**src/rtl/madd_approx_pipe_eval.sv**
```systemverilog
// Two-stage pipelined multiply-add y = a*b + c with an exact and a column-truncated
// approximate result, per-sample error distance and saturating running error statistics.
module madd_approx_pipe_eval #(
    parameter int W     = 6,
    parameter int TRUNC = 3,
    parameter int CNT_W = 32
) (
    input  logic                clk,
    input  logic                rst,
    input  logic                in_valid,
    output logic                in_ready,
    input  logic [W-1:0]        a,
    input  logic [W-1:0]        b,
    input  logic [W-1:0]        c,
    input  logic                approx_en,
    output logic                out_valid,
    input  logic                out_ready,
    output logic [2*W-1:0]      y_exact,
    output logic [2*W-1:0]      y_approx,
    output logic [2*W-1:0]      err_dist,
    input  logic                stat_clr,
    output logic [CNT_W-1:0]    n_samples,
    output logic [CNT_W-1:0]    n_err,
    output logic [CNT_W-1:0]    sum_err,
    output logic [2*W-1:0]      max_err
);

    localparam int PW = 2 * W;
    localparam int SW = ((PW > CNT_W) ? PW : CNT_W) + 1;
    localparam logic [CNT_W-1:0] CNT_ALL = {CNT_W{1'b1}};

    // Handshake: a stage advances only when en=1 (output empty or being
    // taken); in_ready mirrors en, so accepted samples are never dropped.
    logic en;

    logic            v1_q;
    logic [PW-1:0]   pp_hi_q, pp_hi_d;
    logic [PW-1:0]   pp_lo_q, pp_lo_d;
    logic [W-1:0]    c1_q;
    logic            ae1_q;

    logic            out_valid_q;
    logic [PW-1:0]   y_exact_q, y_exact_d;
    logic [PW-1:0]   y_approx_q, y_approx_d;
    logic [PW-1:0]   err_q, err_d;
    logic [W-1:0]    c_hi;

    logic [CNT_W-1:0] n_samples_q, n_samples_d;
    logic [CNT_W-1:0] n_err_q, n_err_d;
    logic [CNT_W-1:0] sum_err_q, sum_err_d;
    logic [PW-1:0]    max_err_q, max_err_d;
    logic [SW-1:0]    sum_wide;
    logic             out_hs;

    assign en       = ~out_valid_q | out_ready;
    assign in_ready = en;
    assign out_hs   = out_valid_q & out_ready;

    // Stage 1: weighted partial-product bits split into kept (i+j >= TRUNC) and dropped columns.
    always_comb begin
        pp_hi_d = '0;
        pp_lo_d = '0;
        for (int i = 0; i < W; i++) begin
            for (int j = 0; j < W; j++) begin
                if (a[i] & b[j]) begin
                    if (i + j >= TRUNC) pp_hi_d = pp_hi_d + (PW'(1) << (i + j));
                    else                pp_lo_d = pp_lo_d + (PW'(1) << (i + j));
                end
            end
        end
    end

    always_ff @(posedge clk or posedge rst) begin
        if (rst) begin
            v1_q    <= 1'b0;
            pp_hi_q <= '0;
            pp_lo_q <= '0;
            c1_q    <= '0;
            ae1_q   <= 1'b0;
        end else if (en) begin
            v1_q    <= in_valid;
            pp_hi_q <= pp_hi_d;
            pp_lo_q <= pp_lo_d;
            c1_q    <= c;
            ae1_q   <= approx_en;
        end
    end

    // Stage 2: final sums; c loses its low TRUNC bits on the approximate path.
    always_comb begin
        c_hi = '0;
        for (int k = 0; k < W; k++) c_hi[k] = (k >= TRUNC) ? c1_q[k] : 1'b0;
        y_exact_d  = pp_hi_q + pp_lo_q + PW'(c1_q);
        y_approx_d = ae1_q ? (pp_hi_q + PW'(c_hi)) : y_exact_d;
        err_d      = y_exact_d - y_approx_d;
    end

    always_ff @(posedge clk or posedge rst) begin
        if (rst) begin
            out_valid_q <= 1'b0;
            y_exact_q   <= '0;
            y_approx_q  <= '0;
            err_q       <= '0;
        end else if (en) begin
            out_valid_q <= v1_q;
            y_exact_q   <= y_exact_d;
            y_approx_q  <= y_approx_d;
            err_q       <= err_d;
        end
    end

    // Statistics: clear beats a coincident handshake; every counter saturates.
    always_comb begin
        n_samples_d = n_samples_q;
        n_err_d     = n_err_q;
        sum_err_d   = sum_err_q;
        max_err_d   = max_err_q;
        sum_wide    = SW'(sum_err_q) + SW'(err_q);
        if (stat_clr) begin
            n_samples_d = '0;
            n_err_d     = '0;
            sum_err_d   = '0;
            max_err_d   = '0;
        end else if (out_hs) begin
            if (n_samples_q != CNT_ALL) n_samples_d = n_samples_q + CNT_W'(1);
            if ((err_q != '0) && (n_err_q != CNT_ALL)) n_err_d = n_err_q + CNT_W'(1);
            sum_err_d = (sum_wide > SW'(CNT_ALL)) ? CNT_ALL : sum_wide[CNT_W-1:0];
            if (err_q > max_err_q) max_err_d = err_q;
        end
    end

    always_ff @(posedge clk or posedge rst) begin
        if (rst) begin
            n_samples_q <= '0;
            n_err_q     <= '0;
            sum_err_q   <= '0;
            max_err_q   <= '0;
        end else begin
            n_samples_q <= n_samples_d;
            n_err_q     <= n_err_d;
            sum_err_q   <= sum_err_d;
            max_err_q   <= max_err_d;
        end
    end

    assign out_valid = out_valid_q;
    assign y_exact   = y_exact_q;
    assign y_approx  = y_approx_q;
    assign err_dist  = err_q;
    assign n_samples = n_samples_q;
    assign n_err     = n_err_q;
    assign sum_err   = sum_err_q;
    assign max_err   = max_err_q;

endmodule

```
**config.mk**
```make
export PLATFORM = sky130hd
export DESIGN_NAME = madd_approx_pipe_eval
export DESIGN_NICKNAME = d
export VERILOG_FILES = /design/src/rtl/madd_approx_pipe_eval.sv
export SDC_FILE = /design/constraint.sdc
export NUM_CORES = 1
export LEC_CHECK = 0
export CAP_MARGIN = 40
export CORE_AREA = 8 8 173 175
export DETAILED_ROUTE_END_ITERATION = 8
export DIE_AREA = 0 0 181 183
export PLACE_DENSITY = 0.73
export SETUP_SLACK_MARGIN = 0.02
export SYNTH_ARGS = -nofsm -noshare
export SYNTH_HDL_FRONTEND = slang
export SYNTH_SLANG_ARGS = --single-unit
```
**constraint.sdc**
```tcl
create_clock -name clk -period 5.7 [get_ports clk]
set_input_delay 1.14 -clock clk [delete_from_list [all_inputs] [get_ports clk]]
set_output_delay 1.14 -clock clk [all_outputs]
set_load 0.05 [all_outputs]
```
==> impl_metrics.yaml <==
setup_path:
  end_kind: "register"
  cpPeakStageDelay_ns: 0.46
  cp_max_fo: 5
  ff2ff_path_depth: 17
  arrival_ns: 11.67
  crit_type: "in2reg"
  start_kind: "input pin"
  worstPathRequired_ns: 6.06
  slowest_stage: "or4_1"
  crit_path_frequent_cell: "xnor2_1"
drt:
  drtIter0Drc: 1029
  vias_per_cell: 5.651
  wl_met3_mm: 1.786
  remaining_drc_errors: 0
  route.met2.wl_mm: 19.55
  wl_per_cell_um: 16.48
  met1Wirelength_mm: 16.66
  postRouteAntennaNets: 0
  via_count: 13420
  top_layer: "met4"
  drt_wl_total_mm: 39.12
  first_pass_iters: 5
sta:
  fin_ws_ns: -5.607
  hold_violations: 0
  fin_crit_sh_pct: 198.4
  rsz0062_at_grt: "true"
  slew_viol_final: 0
  worstMarginPinSlew_ns: 0.8474
  fmax_mhz: 88.44
  finalSetupViolations: 6
  skew_ns: 0.009989
  final.min_clock_period_ns: 11.31
  tns_ns: -21.48
  relSlewSlack_pct: 43.51
placement:
  post-place-ws_ns: -6.721
  dp.cells: 2306
  port_buffers: 169
  gp_congestion: 0.8963
  place_hpwl_mm: 29.11
cts:
  clockRootBuffer: "clkbuf_16"
  clock_latency_ns: 0.44
  clk_path_buf_depth: 2
  hold_buffers: 0
  clk_pin_slew_ns: 0.07
  cts_sinks: 168
  htreeDepth: 4
  cts_made_buffers: 17
  cts_tree: "built"
yosys:
  synth_warnings: 0
  netlist_instances: 1610
  syn-num-nets: 1714
  syn_avg_cell_area_um2: 8.433
  ys_seq_area_share_pct: 30.96
  yosys_most_used_dff: "dfrtp_1"
  async_reset_ff_share_pct: 100.0
  synth_edf_count: 0
  syn-cell-area_um2: 13580
  yosysUniqueCellTypes: 106
  ys_ff_latch: 168
power:
  leakage_uw: 0.008400
  p_per_area_nw_per_um2: 358.2
  power.total_uw: 6712
  vdd_drop_max_v: 0.0002304
min_path:
  min_path_type: "reg2reg"
  min_path_cells: 2
final_layout:
  layout-drive-gt1-share_pct: 22.68
  num_antenna_cells: 0
  fin_cells: 2374
  fin_nets: 2119
  area_growth_pct: 38.02
global_routing:
  grt_usage_pct: 23.13
  overflow: 0
  first_global_vias: 13330
  grt_pass1_wl_mm: 64.38
  grt_max_degree: 154
  antenna_found_initial: 0
floorplan:
  core_area_um2: 27320
  rows: 61
  dieArea_um2: 33120
  dieHeight_um: 183
  pin_count: 170
  start_util_pct: 49.69
  fp.dieW_um: 181
flow_run:
  maxCapViolCount: 0
status:
  violations: "negative setup slack"
  outcome: "finished with violations"
==> logic make-up after synthesis <==
kind of cell / after synthesis / synth area share [%]
flops: 168 / 30.96
fa+ha+maj: 80 / 7.704
xor+xnor: 171 / 13.00
mux: 47 / 3.585
compound gates: 303 / 15.43
buf+inv: 138 / 4.221
simple gates: 703 / 25.09
==> synth_stat cells (36+ instances only) <==
library cell    n  area share, %
and3_1         44            2.0
nand3_1        77            2.8
nor3_1         41            1.5
xnor2_1        79            5.1
nor2_1        179            4.9
ha_1           74            6.8
mux2i_1        36            2.7
nand2_1       207            5.7
clkbuf_1       54            1.5
inv_1          61            1.7
o21ai_0        59            2.2
a21oi_1        72            2.7
dfrtp_1       168             31
xor2_1         72            4.6
==> per-layer routing <==
metal	vias to the layer above	GRT usage (%)
met3	71	3.403
li1	6490	-
met4	0	8.691
met2	359	41.34
met5	-	0
met1	6495	27.96
==> power by group <==
part           switching [uW]  internal (uW)  total (uW)
Combinational            2120           1730        3850
Clock                     491            716        1210
Sequential                256           1400        1650
==> final timing paths <==
check	from	endpoint	slack (ns)
max	a[1]	pp_hi_q[11]$_DFFE_PP0P_	-5.61
min	v1_q$_DFFE_PP0P_	v1_q$_DFFE_PP0P_	0.47
max reg2reg	err_dist[0]$_DFFE_PP0P_	sum_err[2]$_DFFE_PP0P_	1.28
min reg2reg	v1_q$_DFFE_PP0P_	v1_q$_DFFE_PP0P_	0.47
max in group asynchronous	rst	n_err[11]$_DFFE_PP0P_	3.48
min in group asynchronous	rst	n_samples[25]$_DFFE_PP0P_	1.05
==> state kept, by name (all words and copies together) (netlist names) <==
signal     count
err_dist      12
ae1_q          1
c1_q           6
n_samples     32
sum_err       32
out_valid      1
pp_hi_q        9
max_err       12
y_approx      12
n_err         32
v1_q           1
y_exact       12
pp_lo_q        6
==> through the flow <==
stage          cell area (um^2)  hold slack, ns  util, %
2_1_floorplan             13850          0.4300        -
3_3_place_gp              17520          0.4462    64.13
3_5_place_dp              17540          0.4531    64.18
4_1_cts                   18440          0.4737    67.48
5_1_grt                   18740          0.5103    68.58
6_report                  18740          0.4750    68.58
==> cells in the final DEF (no fill, tap or decap), types with 8 or more instances in the layout <==
cell type,instances
clkdlybuf4s50_1,162
o21bai_1,9
and2_1,21
xnor2_1,68
and3_1,35
and3_4,8
nor4_1,15
nand4_1,24
a311oi_1,15
mux2_2,9
nand3_1,73
xor2_1,66
nor2b_1,11
ha_1,63
nor3_1,37
o211ai_1,8
inv_2,8
inv_1,54
o211a_1,8
o21a_1,13
o21ai_1,8
o31ai_1,12
a211oi_1,9
o21ai_0,57
or3_1,13
xnor3_1,10
nor2_1,177
a21oi_1,72
mux2i_1,35
xnor2_2,12
buf_6,13
nand2_1,201
dfrtp_1,168
a21o_1,18
clkbuf_16,17
and4_1,8
buf_4,279
==> final cells by class <==
| type | instances | area [um^2] |
|---|---|---|
| flip-flops and latches | 168 | 4204 |
| multi-input cells | 1304 | 9320 |
| well taps | 346 | 432.9 |
| clock inverters | 13 | 167.7 |
| clock buffers | 19 | 452.9 |
| fillers | 2132 | 8584 |
| repair buffers | 460 | 3915 |
| inverters | 64 | 246.5 |
==> worst max-delay path: cells and delay by family <==
kind	cells	cell delay [ns]
buffers and inverters	2	0.16
adder cells (fa/ha/maj)	10	2.24
AO/OA/AOI/OAI	4	0.55
XOR/XNOR	20	3.89
AND/OR/NAND/NOR	24	3.67
==> repair_timing <==
| item | 4_1_cts | 5_1_grt |
|---|---|---|
| pin swaps | 52 | 30 |
| endpoints found under the setup margin | 7 | 7 |
| endpoints found under the hold margin | 0 | 0 |
| gates cloned | 0 | 0 |
| resized for setup | 53 | 35 |
| buffers inserted | 21 | 15 |
Power figures use the tool's default switching activity.
